**config.mk**
```make
export PLATFORM = sky130hd
export DESIGN_NAME = tone_generator_flat
export DESIGN_NICKNAME = d
export VERILOG_FILES = /design/src/rtl/tone_if.sv /design/src/rtl/tone_generator.sv /design/src/flat_wrapper.sv
export SDC_FILE = /design/constraint.sdc
export NUM_CORES = 1
export LEC_CHECK = 0
export CAP_MARGIN = 40
export CORE_MARGIN = 2
export CORE_UTILIZATION = 53
export DETAILED_ROUTE_END_ITERATION = 8
export GPL_ROUTABILITY_DRIVEN = 0
export PLACE_DENSITY = 0.81
export SYNTH_ARGS = -nofsm -noshare
export SYNTH_HDL_FRONTEND = slang
export SYNTH_SLANG_ARGS = --single-unit
```
**constraint.sdc**
```tcl
create_clock -name clk -period 4.2 [get_ports clk]
set_input_delay 0.63 -clock clk [delete_from_list [all_inputs] [get_ports clk]]
set_output_delay 0.63 -clock clk [all_outputs]
set_load 0.05 [all_outputs]
```
**src/rtl/tone_if.sv**
```systemverilog
// Sample/control bundle between a tone_generator and its controller plus the DAC side.
// The slave modport is the generator; master is whoever drives pitch, waveform and DAC readiness.
interface tone_if #(
  parameter int DATA_W  = 8,
  parameter int PHASE_W = 24
);
  logic               sound;
  logic [PHASE_W-1:0] freq_word;
  logic               freq_load;
  logic [1:0]         wave_sel;
  logic [3:0]         volume;
  logic               dac_ready;
  logic [DATA_W-1:0]  data;
  logic               write;
  logic               active;

  // Handshake: a tick latches a new sample into data and marks it pending;
  // write is a registered one-cycle strobe issued when pending and dac_ready
  // are both high, never on two consecutive cycles, and data is only valid
  // to the consumer in a cycle where write is high.
  modport slave (
    input  sound, freq_word, freq_load, wave_sel, volume, dac_ready,
    output data, write, active
  );

  modport master (
    output sound, freq_word, freq_load, wave_sel, volume, dac_ready,
    input  data, write, active
  );
endinterface

```
**src/rtl/tone_generator.sv**
```systemverilog
// DDS tone generator: phase accumulator, selectable waveform, 4-bit volume, click-free stop.
// Optional sine quarter-wave table is compiled in with `define TONE_SINE_TABLE_EN.
module tone_generator #(
  parameter int DATA_W     = 8,
  parameter int PHASE_W    = 24,
  parameter int SAMPLE_DIV = 2272
) (
  input  logic       clk,
  input  logic       rst_n,
  tone_if.slave      bus,
  output logic [1:0] state_dbg
);

  localparam int CNT_W = (SAMPLE_DIV > 1) ? $clog2(SAMPLE_DIV) : 1;
  localparam logic [CNT_W-1:0] CNT_LAST = CNT_W'(SAMPLE_DIV - 1);

  typedef enum logic [1:0] {
    IDLE  = 2'd0,
    RUN   = 2'd1,
    DRAIN = 2'd2
  } state_t;

  state_t             state;
  state_t             state_next;
  logic [CNT_W-1:0]   cnt;
  logic               tick;
  logic [PHASE_W-1:0] freq_reg;
  logic [PHASE_W-1:0] phase;
  logic [PHASE_W-1:0] phase_next;
  logic [PHASE_W:0]   phase_sum;
  logic               phase_carry;
  logic               pending;
  logic               issue;

  logic [7:0]         p;
  logic [7:0]         tri_val;
  logic [7:0]         raw;
  logic signed [8:0]  s;
  logic signed [5:0]  gain;
  logic signed [13:0] prod;
  logic signed [13:0] scaled;
  logic [7:0]         out8;
  logic [DATA_W-1:0]  sample_wide;

`ifdef TONE_SINE_TABLE_EN
  // round(127 * sin(2*pi*i/256)), i = 0..63
  localparam logic [6:0] SINE_Q [64] = '{
    7'd0,   7'd3,   7'd6,   7'd9,   7'd12,  7'd16,  7'd19,  7'd22,
    7'd25,  7'd28,  7'd31,  7'd34,  7'd37,  7'd40,  7'd43,  7'd46,
    7'd49,  7'd51,  7'd54,  7'd57,  7'd60,  7'd63,  7'd65,  7'd68,
    7'd71,  7'd73,  7'd76,  7'd78,  7'd81,  7'd83,  7'd85,  7'd88,
    7'd90,  7'd92,  7'd94,  7'd96,  7'd98,  7'd100, 7'd102, 7'd104,
    7'd106, 7'd107, 7'd109, 7'd111, 7'd112, 7'd113, 7'd115, 7'd116,
    7'd117, 7'd118, 7'd120, 7'd121, 7'd122, 7'd122, 7'd123, 7'd124,
    7'd125, 7'd125, 7'd126, 7'd126, 7'd126, 7'd127, 7'd127, 7'd127
  };

  logic [5:0] sine_idx;
  logic [6:0] sine_mag;
  logic [7:0] sine_val;

  // Odd quadrants read the table backwards; the lower half-period is mirrored below mid-scale.
  always_comb begin
    sine_idx = p[6] ? ~p[5:0] : p[5:0];
    sine_mag = SINE_Q[sine_idx];
    sine_val = p[7] ? (8'd128 - {1'b0, sine_mag}) : (8'd128 + {1'b0, sine_mag});
  end
`endif

  // Sample-rate tick
  always_ff @(posedge clk or negedge rst_n) begin
    if (!rst_n) begin
      cnt <= '0;
    end else if (tick) begin
      cnt <= '0;
    end else begin
      cnt <= cnt + 1'b1;
    end
  end

  assign tick = (cnt == CNT_LAST);

  always_ff @(posedge clk or negedge rst_n) begin
    if (!rst_n) begin
      freq_reg <= '0;
    end else if (bus.freq_load) begin
      freq_reg <= bus.freq_word;
    end
  end

  assign phase_sum   = {1'b0, phase} + {1'b0, freq_reg};
  assign phase_carry = phase_sum[PHASE_W];

  always_ff @(posedge clk or negedge rst_n) begin
    if (!rst_n) begin
      state <= IDLE;
      phase <= '0;
    end else begin
      state <= state_next;
      phase <= phase_next;
    end
  end

  // A tone only ends when the phase wraps, so the waveform stops at a period boundary.
  always_comb begin
    state_next = state;
    phase_next = phase;
    if (tick) begin
      case (state)
        IDLE: begin
          phase_next = '0;
          if (bus.sound) state_next = RUN;
        end
        RUN: begin
          phase_next = phase_sum[PHASE_W-1:0];
          if (!bus.sound) state_next = DRAIN;
        end
        DRAIN: begin
          phase_next = phase_sum[PHASE_W-1:0];
          if (bus.sound) begin
            state_next = RUN;
          end else if (phase_carry) begin
            state_next = IDLE;
            phase_next = '0;
          end
        end
        default: begin
          state_next = IDLE;
          phase_next = '0;
        end
      endcase
    end
  end

  assign state_dbg  = state;
  assign bus.active = (state != IDLE);

  // Waveform from the pre-add phase
  always_comb begin
    p       = phase[PHASE_W-1 -: 8];
    tri_val = p[7] ? ~{p[6:0], 1'b0} : {p[6:0], 1'b0};
    raw     = 8'h80;
    if (state != IDLE) begin
      case (bus.wave_sel)
`ifdef TONE_SINE_TABLE_EN
        2'd0:    raw = sine_val;
`else
        2'd0:    raw = tri_val;
`endif
        2'd1:    raw = p[7] ? 8'hFF : 8'h00;
        2'd2:    raw = tri_val;
        default: raw = p;
      endcase
    end
  end

  // Scale around mid-scale; |s*(v+1)/16| never exceeds the 8-bit signed range.
  always_comb begin
    s           = $signed({1'b0, raw}) - 9'sd128;
    gain        = $signed({2'b00, bus.volume}) + 6'sd1;
    prod        = s * gain;
    scaled      = prod >>> 4;
    out8        = scaled[7:0] + 8'd128;
    sample_wide = '0;
    sample_wide[DATA_W-1 -: 8] = out8;
  end

  // A newer tick overwrites an unsent sample; write is held off one cycle after a strobe.
  assign issue = (tick || pending) && bus.dac_ready && !bus.write;

  always_ff @(posedge clk or negedge rst_n) begin
    if (!rst_n) begin
      bus.data  <= DATA_W'(1) << (DATA_W - 1);
      bus.write <= 1'b0;
      pending   <= 1'b0;
    end else begin
      if (tick) bus.data <= sample_wide;
      bus.write <= issue;
      pending   <= (tick || pending) && !issue;
    end
  end

endmodule
```
**src/flat_wrapper.sv**
```systemverilog
// flat-port wrapper written by rule: the top's interface ports become plain ports
module tone_generator_flat 
#(
  parameter int DATA_W     = 8,
  parameter int PHASE_W    = 24,
  parameter int SAMPLE_DIV = 2272
)
  (clk, rst_n, state_dbg, bus_sound, bus_freq_word, bus_freq_load, bus_wave_sel, bus_volume, bus_dac_ready, bus_data, bus_write, bus_active);
  tone_if #(.DATA_W(DATA_W), .PHASE_W(PHASE_W)) bus_i ();
  input  logic clk;
  input  logic rst_n;
  output logic [1:0] state_dbg;
  input wire logic [$bits(bus_i.sound)-1:0] bus_sound;
  input wire logic [$bits(bus_i.freq_word)-1:0] bus_freq_word;
  input wire logic [$bits(bus_i.freq_load)-1:0] bus_freq_load;
  input wire logic [$bits(bus_i.wave_sel)-1:0] bus_wave_sel;
  input wire logic [$bits(bus_i.volume)-1:0] bus_volume;
  input wire logic [$bits(bus_i.dac_ready)-1:0] bus_dac_ready;
  output wire logic [$bits(bus_i.data)-1:0] bus_data;
  output wire logic [$bits(bus_i.write)-1:0] bus_write;
  output wire logic [$bits(bus_i.active)-1:0] bus_active;
  assign bus_i.sound = bus_sound;
  assign bus_i.freq_word = bus_freq_word;
  assign bus_i.freq_load = bus_freq_load;
  assign bus_i.wave_sel = bus_wave_sel;
  assign bus_i.volume = bus_volume;
  assign bus_i.dac_ready = bus_dac_ready;
  assign bus_data = bus_i.data;
  assign bus_write = bus_i.write;
  assign bus_active = bus_i.active;
  tone_generator #(.DATA_W(DATA_W), .PHASE_W(PHASE_W), .SAMPLE_DIV(SAMPLE_DIV)) u_core (.clk(clk), .rst_n(rst_n), .bus(bus_i), .state_dbg(state_dbg));
endmodule
```
* After elaboration in Yosys (flattened, before gate mapping)
Index checks and enable logic that the tools add are counted.
Word-level totals: flip-flop bits (word level) 72, input bits 35, output and inout bits 12, word-level logic and storage cells 46
Operators by class: add/subtract/negate cells 5, multipliers 1, equal/unequal tests 8, muxes and demuxes 13, bitwise logic cells 1, reductions and logical operators 11
Operators by type and width (count):
- $mux W24 | 2
- $pmux W24 S2 | 1
- $add A24 B24 Y25 | 1
- $mux W8 | 3
- $pmux W8 S2 | 1
- $add A12 B1 Y12 const B | 1
- $eq A12 B12 Y1 const B | 1
- $mul A9 B6 Y12 | 1
- $mux W12 | 1
- $sub A8 B8 Y9 const B | 1
- $add A8 B8 Y8 const B | 1
- $mux W2 | 4
- $not A8 Y8 | 1
- $pmux W2 S3 | 1
- $add A4 B1 Y5 const B | 1
- $eq A2 B1 Y1 const B | 2
- $eq A2 B2 Y1 const B | 2
- $logic_not A2 Y1 | 2
- $ne A2 B2 Y1 const B | 2
- $reduce_and A4 Y1 | 1
- $logic_and A1 B1 Y1 | 3
- $ne A3 B2 Y1 const B | 1
- $logic_not A1 Y1 | 2
- $reduce_bool A2 Y1 | 1
- 2 further kinds | 2

* Logic depth before layout (Yosys ltp)
depth in word-level cells 7, depth in mapped cells 20, mapped depth without buffers 20

* Worst setup path after synthesis
No wires, ideal clock.
kind reg2reg, start register u_core.state[0], in the netlist u_core.state_dbg[0], end register u_core.bus.data[6], setup time 0.130 ns, arrival time 4.717 ns, required time 4.070 ns, path slack -0.647 ns, cell stages (with the launch flop) 19, buffers on the path 0, period minus slack after synthesis 4.847 ns, cell sequence dfrtp_1 inv_1 ha_1 inv_2 o211ai_1 nor2_1 fa_1 fa_1 inv_1 fa_1 inv_1 ha_1 nand3_1 nand2_1 a41o_1 or4_1 a31oi_1 xor2_1 o21ai_1
On the way: word-level cells in the longest chain between the ends 5
Ends and longest elaborated chain:
- from (decl) | line tone_generator.sv:23 | state_t state;
- from (signal assigned) | line tone_generator.sv:99 | state <= state_next;
- $reduce_bool A2 Y1
- via bus_active | line flat_wrapper.sv:21 | output wire logic [$bits(bus_i.active)-1:0] bus_active;
- $mux W8 | line tone_generator.sv:143 | if (state != IDLE) begin
- $sub A8 B8 Y9 | line tone_generator.sv:159 | s = $signed({1'b0, raw}) - 9'sd128;
- $mul A9 B6 Y12 | line tone_generator.sv:161 | prod = s * gain;
- $add A8 B8 Y8 | line tone_generator.sv:163 | out8 = scaled[7:0] + 8'd128;
- to (signal assigned) | line tone_generator.sv:173 | bus.data <= DATA_W'(1) << (DATA_W - 1);
- to (signal assigned) | line tone_generator.sv:177 | if (tick) bus.data <= sample_wide;
- to (decl) | line tone_if.sv:23 | output data, write, active
The timed path passes the listed nets, and every way through them passes these cells. A chain may end at the register's enable or synchronous reset.

* Worst setup path after layout
start register u_core.phase[23], end register u_core.bus.data[6]
On the way: word-level cells in the longest chain between the ends 6, elaborated cells between the ends (all ways) 7, classes of those cells add/sub (2); mul (1); mux (4)
Ends and longest elaborated chain:
- from (decl) | line tone_generator.sv:28 | logic [PHASE_W-1:0] phase;
- from (signal assigned) | line tone_generator.sv:100 | phase <= phase_next;
- $mux W8 (on tied branches) | line tone_generator.sv:141, tone_generator.sv:150
- $pmux W8 S2 (*) | line tone_generator.sv:144 | case (bus.wave_sel)
- $mux W8 (*) | line tone_generator.sv:143
- $sub A8 B8 Y9 (*) | line tone_generator.sv:159
- $mul A9 B6 Y12 (*) | line tone_generator.sv:161
- $add A8 B8 Y8 (*) | line tone_generator.sv:163
Every way passes the cells marked *; elsewhere a longest branch is shown, timed or not.

==> flow_summary.json <==
{
  "synth_top_family_by_area": "adder cells",
  "totalWireLength_mm": 12.7,
  "clk_pin_slew_ns": 0.09,
  "boundaryPins": 47,
  "fmax_ghz": 0.233,
  "crit_path_start_kind": "flop",
  "synth_fp_nets": 693,
  "synthCells": 588,
  "ant_nets": 0,
  "syn_area_per_cell_sq_um": 9.31,
  "violations": "setup timing",
  "fin_ws_ns": -0.0882,
  "finalMaxSlewViolations": 0,
  "core_sq_um": 10200,
  "cts_buffers": 9,
  "dp.cells": 804,
  "yosysUniqueCellTypes": 58,
  "finalHoldViolCount": 0,
  "final_layout_size_suffix_gt1_share_pct": 23.1,
  "status": "finished, violations left",
  "cellLeakagePower_uw": 0.00317,
  "post_drt_wl_per_cell_um": 15.3,
  "placement_rows": 37,
  "slew_headroom_pct": 63.1,
  "switchingPower_uw": 728,
  "htree_levels": 3,
  "ir_drop_uv": 271,
  "ys_ff_latch": 72,
  "die_w_um": 106,
  "setup_viol": 1,
  "initial_core_util_pct": 53.8,
  "rsz0062_at_grt": "yes",
  "synthTopCellsByArea": "dfrtp_1 32%, ha_1 11%, fa_1 8.4%",
  "root_buffer": "clkbuf_8",
  "ctsHoldBuffers": 0,
  "fin_skew_ns": 0.0129,
  "worst_pin_slew_ns": 0.551,
  "cp.arrival_ns": 4.53,
  "drcViolationCount": 0,
  "die_area_sq_um": 11200,
  "cts_buffer_depth": 2,
  "fin_crit_ns": 4.29,
  "grt_max_degree": 34,
  "final_nets": 796,
  "dr_total_vias": 4595,
  "power.density_nw_per_um2": 325,
  "synth_top_area_share_pct": 32.4,
  "path_max_fanout": 4,
  "grt_usage_pct": 24.0,
  "overflow": 0,
  "grt_pass1_vias": 4879,
  "cts_tree": "built",
  "antenna_found_initial": 0,
  "ys_seq_area_share_pct": 32.9,
  "layout.cells.non_filler": 832,
  "synthToLayoutAreaGrowth_pct": 27.4,
  "endpoint_kind": "flop",
  "crit_type": "flop to flop",
  "clk_latency_ns": 0.37,
  "num_antenna_cells": 0,
  "synth-adder-area-share_pct": 19.1,
  "synth_top_flop_cell": "dfrtp_1",
  "p_sw_share_pct": 32.1,
  "internal_power_uw": 1540,
  "synthSimpleGateAreaFrac_pct": 16.6,
  "yosys.area.top_type": "dfrtp_1",
  "finalCoreUtilization_pct": 68.5,
  "synth_compound_area_share_pct": 14.0,
  "power_frac_comb_pct": 37.3,
  "synth_xor_area_share_pct": 7.68,
  "dp_hpwl_mm": 9.66,
  "synth-edff-count": 0,
  "viasPerCell": 5.52,
  "grt_pass1_wl_mm": 21.6,
  "syn_area_sq_um": 5480,
  "tns_ns": -0.0882,
  "total_power_uw": 2270,
  "port_buffers": 46,
  "hold_ws_ns": 0.196,
  "cts.sinks": 72,
  "synthArstFlopShare_pct": 100,
  "min_path_type": "input port to asynchronous set/reset pin",
  "critical_path_required_ns": 4.44,
  "yosysWarningCount": 0,
  "pwr-share-clk_pct": 30.5,
  "firstDrtPassIters": 4,
  "pwr-share-seq_pct": 32.2,
  "drtIter0Drc": 156,
  "synth.area.mux_share_pct": 4.93,
  "fin_crit_sh_pct": 102,
  "die_h_um": 106,
  "cap_viol_max_count": 0
}
[metal layers]
layer / part of all wire [%] / global-route usage [%] / wire length [um]
met1: 43 / 28.3 / 5450
met5: 0 / 0 / 0
met4: 1.3 / 8.83 / 171
met3: 3.2 / 4.51 / 402
met2: 53 / 43.2 / 6720
[cells in the final DEF (no fill, tap or decap), types with 4 or more instances in the layout]
cell and count:
inv_1 38, ha_4 4, inv_2 6, clkdlybuf4s50_1 40, nand3_1 23, dfrtp_1 69
a21oi_1 20, o21ai_0 22, buf_6 7, o21ai_1 5, xor2_1 26, clkbuf_8 9
nand2_1 71, o21a_1 6, nor2_2 6, nand4_1 4, ha_1 43, a211oi_1 4
nor2_1 46, nor3b_1 4, buf_4 53, and3_1 5, xnor2_1 20, dlygate4sd2_1 4
mux2_2 24, o211ai_1 9, a21oi_2 8, nor3_1 6, nor2b_1 5, fa_1 20
a21o_1 14
[synthesized netlist by cell type, types with 2 or more instances]
| library cell | count |
|---|---|
| nand2_1 | 73 |
| dfrtp_1 | 71 |
| nor2_1 | 54 |
| ha_1 | 47 |
| inv_1 | 44 |
| xor2_1 | 27 |
| nand3_1 | 25 |
| o21ai_0 | 25 |
| a21oi_1 | 24 |
| mux2_2 | 24 |
| fa_1 | 23 |
| xnor2_1 | 21 |
| a21o_1 | 14 |
| clkbuf_1 | 14 |
| o211ai_1 | 9 |
| nor3_1 | 6 |
| o21a_1 | 6 |
| and3_1 | 5 |
| nor2b_1 | 5 |
| a211oi_1 | 4 |
| a21oi_2 | 4 |
| a31oi_1 | 4 |
| nand4_1 | 4 |
| nor3b_1 | 4 |
| o21ai_1 | 4 |
| or2_2 | 4 |
| a211oi_2 | 3 |
| and4_1 | 3 |
| buf_6 | 3 |
| o31ai_1 | 3 |
| and2_1 | 2 |
| nor4b_1 | 2 |
| o21bai_1 | 2 |
[worst max-delay path: stages (launching register included)]
cell and delay [ns]:
dfrtp_1 0.43, buf_6 0.15, xor2_1 0.16, o211ai_1 0.31
nor2_1 0.11, fa_1 0.50, fa_1 0.53, inv_2 0.05
fa_1 0.51, inv_2 0.05, ha_4 0.25, nand2_2 0.07
nand2_2 0.05, a41o_1 0.21, or4_4 0.43, a31oi_4 0.15
xor2_1 0.15, o21ai_1 0.07
[cell type report]
cell class	instances	area (sq um)
clock buffer	9	124
clock inverter	7	125
fill	790	3210
inverter	45	176
multi-input combinational	453	3590
sequential	72	1810
tap	136	170
timing repair buffer	110	990
[per-stage QoR]
stage               setup slack, ns  instance area [sq um]
finish                      -0.0882                   6980
global route                 -0.260                   6980
CTS                         -0.0526                   6900
detailed placement           -0.740                   6510
global placement             -0.542                   6450
floorplan                   -0.0651                   5550
[cells by family (layout without fill, tap and decap cells)]
logic type	count (synthesis)	after routing
simple gates	196	196
fa+ha+maj	70	70
buf+inv	63	171
xor+xnor	48	48
compound gates	115	115
flops	72	72
mux	24	24
[final timing paths]
path	depth (start not counted)	startpoint	slack, ns	end
worst max-delay path	17	u_core.phase[23]	-0.09	u_core.bus.data[6]
min in group clk	1	u_core.bus.write	0.47	u_core.bus.write
worst max register to register	17	u_core.phase[23]	-0.09	u_core.bus.data[6]
worst min register to register	1	u_core.bus.write	0.47	u_core.bus.write
worst min-delay path	1	rst_n	0.20	u_core.state_dbg[1]
max in group asynchronous	3	rst_n	3.04	u_core.bus.data[7]
[power by group through the flow]
stage | sequential, uW | combinational (uW) | clock (uW)
3_5_place_dp | 745 | 777 | 0
3_3_place_gp | 744 | 733 | 0
4_1_cts | 731 | 799 | 709
5_1_grt | 733 | 934 | 738
2_1_floorplan | 739 | 524 | 0
6_report | 730 | 846 | 692
[what timing repair did]
item	in CTS	in global routing
pin swaps	20	14
gates resized for setup	26	21
cloned	1	0
setup buffers	8	4
endpoints found under the hold margin	0	0
endpoints found under the setup margin	4	4
Power figures use the tool's default switching activity.
